[src/rtl/wb_mux_n.sv]
// N-way Wishbone interconnect: decodes the top SEL_BITS of the CPU address and routes one cycle
// to the selected slave. Optional stuck-slave timeout: define WB_MUX_TIMEOUT_EN.
module wb_mux_n #(
    parameter int unsigned NUM_SLAVES = 4,
    parameter int unsigned SEL_BITS   = 2,
    parameter int unsigned TIMEOUT    = 255
) (
    input  logic                     i_clk,
    input  logic                     i_rst,
    input  logic [31:0]              i_wb_cpu_adr,
    input  logic [31:0]              i_wb_cpu_dat,
    input  logic [3:0]               i_wb_cpu_sel,
    input  logic                     i_wb_cpu_we,
    input  logic                     i_wb_cpu_cyc,
    output logic [31:0]              o_wb_cpu_rdt,
    output logic                     o_wb_cpu_ack,
    output logic                     o_wb_cpu_err,
    output logic [31:0]              o_wb_s_adr,
    output logic [31:0]              o_wb_s_dat,
    output logic [3:0]               o_wb_s_sel,
    output logic                     o_wb_s_we,
    output logic [NUM_SLAVES-1:0]    o_wb_s_cyc,
    input  logic [NUM_SLAVES*32-1:0] i_wb_s_rdt,
    input  logic [NUM_SLAVES-1:0]    i_wb_s_ack,
    output logic                     o_busy
);

    typedef enum logic [1:0] {StIdle, StBusy, StResp} state_e;

    state_e              state;
    logic [SEL_BITS-1:0] sel_idx;
    logic [SEL_BITS-1:0] sel_q;
    logic                sel_ack;
    logic [31:0]         sel_rdt;

`ifdef WB_MUX_TIMEOUT_EN
    localparam logic [15:0] TmoLast = 16'(TIMEOUT - 1);
    logic [15:0] tmo_cnt;
`endif

    assign o_wb_s_adr = i_wb_cpu_adr;
    assign o_wb_s_dat = i_wb_cpu_dat;
    assign o_wb_s_sel = i_wb_cpu_sel;
    assign o_wb_s_we  = i_wb_cpu_we;
    assign sel_idx    = i_wb_cpu_adr[31 -: SEL_BITS];
    assign o_busy     = (state != StIdle);

    // Routing follows the latched index, never the live address.
    always_comb begin
        sel_ack = 1'b0;
        sel_rdt = '0;
        for (int unsigned i = 0; i < NUM_SLAVES; i++) begin
            if (sel_q == SEL_BITS'(i)) begin
                sel_ack = i_wb_s_ack[i];
                sel_rdt = i_wb_s_rdt[32*i +: 32];
            end
        end
    end

    always_ff @(posedge i_clk) begin
        if (i_rst) begin
            state        <= StIdle;
            sel_q        <= '0;
            o_wb_s_cyc   <= '0;
            o_wb_cpu_ack <= 1'b0;
            o_wb_cpu_err <= 1'b0;
            o_wb_cpu_rdt <= '0;
`ifdef WB_MUX_TIMEOUT_EN
            tmo_cnt      <= '0;
`endif
        end else begin
            case (state)
                StIdle: begin
                    o_wb_cpu_ack <= 1'b0;
                    o_wb_cpu_err <= 1'b0;
                    if (i_wb_cpu_cyc) begin
                        sel_q <= sel_idx;
                        if (32'(sel_idx) < NUM_SLAVES) begin
                            state      <= StBusy;
                            o_wb_s_cyc <= NUM_SLAVES'(1) << sel_idx;
`ifdef WB_MUX_TIMEOUT_EN
                            tmo_cnt    <= '0;
`endif
                        end else begin
                            // Unmapped: answer directly with an error, no slave involved.
                            state        <= StResp;
                            o_wb_cpu_ack <= 1'b1;
                            o_wb_cpu_err <= 1'b1;
                            o_wb_cpu_rdt <= '0;
                        end
                    end
                end
                StBusy: begin
                    if (sel_ack) begin
                        state        <= StResp;
                        o_wb_s_cyc   <= '0;
                        o_wb_cpu_rdt <= sel_rdt;
                        o_wb_cpu_ack <= 1'b1;
                        o_wb_cpu_err <= 1'b0;
                    end else if (!i_wb_cpu_cyc) begin
                        state      <= StIdle;
                        o_wb_s_cyc <= '0;
                    end
`ifdef WB_MUX_TIMEOUT_EN
                    else if (tmo_cnt == TmoLast) begin
                        state        <= StResp;
                        o_wb_s_cyc   <= '0;
                        o_wb_cpu_rdt <= '0;
                        o_wb_cpu_ack <= 1'b1;
                        o_wb_cpu_err <= 1'b1;
                    end else begin
                        tmo_cnt <= tmo_cnt + 16'd1;
                    end
`endif
                end
                StResp: begin
                    state        <= StIdle;
                    o_wb_cpu_ack <= 1'b0;
                    o_wb_cpu_err <= 1'b0;
                end
                default: state <= StIdle;
            endcase
        end
    end

endmodule

[config.mk]
export PLATFORM = sky130hd
export DESIGN_NAME = wb_mux_n
export DESIGN_NICKNAME = d
export VERILOG_FILES = /design/src/rtl/wb_mux_n.sv
export SDC_FILE = /design/constraint.sdc
export NUM_CORES = 1
export LEC_CHECK = 0
export CORE_AREA = 2 2 122 124
export DETAILED_ROUTE_END_ITERATION = 8
export DIE_AREA = 0 0 124 126
export HOLD_SLACK_MARGIN = 0.15
export SKIP_CTS_REPAIR_TIMING = 1
export SLEW_MARGIN = 20
export SYNTH_ARGS = -nofsm -noshare
export SYNTH_HDL_FRONTEND = slang
export SYNTH_SLANG_ARGS = --single-unit
[constraint.sdc]
create_clock -name i_clk -period 2.5 [get_ports i_clk]
set_clock_uncertainty 0.1 [all_clocks]
set_input_delay 0.25 -clock i_clk [delete_from_list [all_inputs] [get_ports i_clk]]
set_output_delay 0.25 -clock i_clk [all_outputs]
set_load 0.02 [all_outputs]
==> results.txt <==
The worst setup path is launched from a flop. The count of warnings emitted by yosys came out at 0. The area growth from synthesis to layout came out at 54.17%. The maximum number of pins on one net before global-route repair came out at 24.

The netlist area before placement is 2897 um^2. The final total negative setup slack came out at 0 ps. By count the netlist is led by 71 x sky130_fd_sc_hd__buf_4, 41 x sky130_fd_sc_hd__dfxtp_1, 38 x sky130_fd_sc_hd__mux2i_1. For this design the static power due to leakage is 1.512 nW. The proportion of layout cells with a drive suffix above 1 came out at 0.1417.

The CTS H-tree depth came out at 2. The final-report max-slew violation count is 0. The clock slew seen by the registers of the worst setup and hold paths is approximately 60 ps. The required arrival time at the worst endpoint is 2150 ps.

The classification of the worst-slack hold path is in2reg. The worst setup path is captured at a primary output. The path with the worst hold slack has its endpoint at o_wb_cpu_ack$_SDFFE_PP0P_. The number of different library cells used by synthesis comes to 27.

Routability-driven placement finished with a final weighted congestion of around 0.66. The dominant combinational cell family by area after synthesis is multiplexers. The placeable core region came out at 14310 um^2. The run finished with clean final reports. The biggest area contributor in the post-synthesis netlist is sky130_fd_sc_hd__dfxtp_1. The post-synthesis share of cell area spent on full adders, half adders and majority gates came out at 0. The synthesized netlist net count came out at 468. The global-route wire length before repair came out at 12920 um. The portion of the clock cycle consumed by the worst path in the final layout came out at 0.7725. For the pin with the worst max-slew slack, the measured transition is 513.5 ps. Setup slack on the worst reg-to-reg path comes out at 590 ps. The number of buffers and inverters on the critical path is 1. Buffers placed on the I/O ports in this run total 176.

The DRC violation count after routing came out at 0. The tool flagged a number of max-cap violations equal to 0. Of the total synthesized cell area, the portion taken by AND, OR, NAND and NOR gates is 0.1002. The maximum buffer depth of the clock tree came out at 2.

The initial antenna violation count came out at 0. The startpoint identified for the worst hold timing path is i_rst. The cell area after layout came out at 4466 um^2.

The final wirelength is 8834 um. The final HPWL from detailed placement is 7285 um. The power density over cell area came out at 441.1 nW/um^2.

After floorplanning, the core was divided into 44 placement rows. The arrival time of the worst setup path is ~1600 ps. The cell sitting at the root of the clock tree is a sky130_fd_sc_hd__clkbuf_16.

The leading cell type by number of instances after synthesis is sky130_fd_sc_hd__buf_4. The portion of synthesized area spent on multiplexers is 0.3814. The highest cell delay on the worst timing path came out at roughly 600 ps. The count of nets left with antenna violations after detail routing came out at 0. The number of design-rule violations left by the first detailed-router iteration is 56. Traced cell by cell, the critical path runs through or2_2 -> clkdlybuf4s50_1.

The TritonCTS buffer count came out at 5. The worst register-to-register path begins at sel_q[1]$_SDFFE_PP0P_. Of all nets on the critical path, the largest fanout is 12. In this run the critical register-to-register path is captured at o_wb_cpu_rdt[13]$_SDFFE_PP0P_.

Summed over all layers, the global routing overflow is 0. The combined global-route utilization of all metal layers is 0.1104. The chip height is 126 um. The critical path in this run is classified as reg2out. The synthesized instance count is about 260. For this run, the leading register cell type out of synthesis is sky130_fd_sc_hd__dfxtp_1.

The source-to-sink clock delay at the later pin of the worst-skew pair is 290 ps. The initial standard-cell utilization of the core came out at 0.2024. The family with the most delay on the worst path is buffers and inverters. The number of vias per cell is 4.200. Setup repair after global routing left no endpoint under its margin. The xor/xnor share of the synthesized area came out at 0.

Timing would allow up to approximately 0.52 GHz. The number of endpoints failing setup at the final stage is 0. The slowest stage of the critical path belongs to the cell sky130_fd_sc_hd__clkdlybuf4s50_1.

TritonCTS built the clock tree. The count of nets after finishing is 570. The worst slew slack as a fraction of its limit is 0.6577. The minimum clock period came out at 1931 ps. The post-detailed-route wirelength per cell is 16.03 um. The worst-case reg-to-reg path depth is 5.

The number of enable-type register cells in the synthesized netlist is 0. The post-route core utilization came out at 0.3120. The die width came out at 124 um. The number of primary I/O pins is 312.

In the post-synthesis netlist, the biggest area contributors are sky130_fd_sc_hd__dfxtp_1 28%, sky130_fd_sc_hd__mux4_2 24%, sky130_fd_sc_hd__buf_4 18%. The area fraction in compound gates after synthesis came to 0.01382. The die outline area is 15620 um^2. The number of synthesized register bits is 41. The number of optimization iterations in the first detailed-route pass came out at 3.

The peak supply drop came out at 236.7 uV. After synthesis, the mean cell area works out to 10.97 um^2. The total number of clock tree sinks came out at 41. The post-synthesis sequential area ratio came out at 0.2834. The portion of synthesized cell area occupied by the leading cell type came out at 0.2834. The fraction of registers with async set or reset after synthesis came out at 0.

Detailed routing inserted a total of 2314 vias. The number of hold-slack violations in the final timing report was 0. The number of global-route vias before repair came out at 2439. The area of placed instances came out at 4308 um^2. Counting instances, the worst hold path has a depth of 2. The antenna diode instance count is 0.
## stage by stage
stage | power [mW] | std cells | worst slack [ps] | hold WS, ps
finish | 1.970 | 551 | 568.7 | 279.7
global route | 2.095 | 551 | 446.0 | 312.6
CTS | 2.029 | 551 | 550.5 | 276.7
detailed placement | 1.302 | 543 | 550.1 | 379.3
global placement | 1.292 | 543 | 598.5 | 371.5
floorplan | 1.146 | 264 | 858.3 | 286.0
## cell type report
class	instances	area, um^2
tap	184	230.2
multi-input combinational	136	1453
clock inverter	1	5.005
timing repair buffer	182	1802
fill	1486	9848
clock buffer	7	152.6
sequential	41	823.3
## power by group
part / switching, mW / leakage, nW / internal (mW) / total [mW]
combinational: 0.191 / 1.10 / 0.375 / 0.565
clock: 0.267 / 0.0799 / 0.423 / 0.690
sequential: 0.0276 / 0.334 / 0.687 / 0.714
## worst max path at each step
| stage | from | endpoint | cells after the start |
|---|---|---|---|
| after floorplan | sel_q[0]$_SDFFE_PP0P_ | o_wb_cpu_rdt[28]$_SDFFE_PP0P_ | 5 |
| after global placement | sel_q[1]$_SDFFE_PP0P_ | o_wb_cpu_rdt[13]$_SDFFE_PP0P_ | 5 |
| after detailed placement | i_wb_s_ack[2] | o_wb_cpu_rdt[13]$_SDFFE_PP0P_ | 6 |
| after CTS | state[0]$_SDFFE_PP0P_ | o_busy | 2 |
| after global routing | state[0]$_SDFFE_PP0P_ | o_wb_cpu_rdt[13]$_SDFFE_PP0P_ | 5 |
| final | state[0]$_SDFFE_PP0P_ | o_busy | 2 |
## per-layer routing
metal | share of wire | track usage | routed length, um | up-vias
met1 | 0.34 | 0.1046 | 3018 | 1078
li1 | - | - | - | 1074
met3 | 0.11 | 0.04846 | 978 | 28
met5 | 0 | 0 | 0 | -
met4 | 0.024 | 0.04296 | 211 | 0
met2 | 0.52 | 0.2052 | 4626 | 134
## state kept, by name (all words and copies together) (netlist names)
signal        cells
o_wb_cpu_ack      1
o_wb_cpu_rdt     32
o_wb_s_cyc        4
sel_q             2
state             2
## layout by cell type (no fill, tap or decap), types with 2 or more instances in the layout
master and instances:
sky130_fd_sc_hd__a21oi_1 3, sky130_fd_sc_hd__buf_4 6, sky130_fd_sc_hd__clkbuf_16 5, sky130_fd_sc_hd__clkbuf_8 2
sky130_fd_sc_hd__clkdlybuf4s50_1 175, sky130_fd_sc_hd__dfxtp_1 39, sky130_fd_sc_hd__dfxtp_2 2, sky130_fd_sc_hd__mux2i_1 38
sky130_fd_sc_hd__mux4_2 31, sky130_fd_sc_hd__nand2_1 4, sky130_fd_sc_hd__nand2b_1 7, sky130_fd_sc_hd__nand3b_1 2
sky130_fd_sc_hd__nor2_1 36, sky130_fd_sc_hd__nor2b_1 2, sky130_fd_sc_hd__o21ai_0 2
## logic make-up after synthesis
group / Yosys count
other: 1
AO/OA/AOI/OAI: 7
multiplexers: 70
flip-flops: 41
AND/OR/NAND/NOR: 58
buffers and inverters: 87
Power figures use the tool's default switching activity.
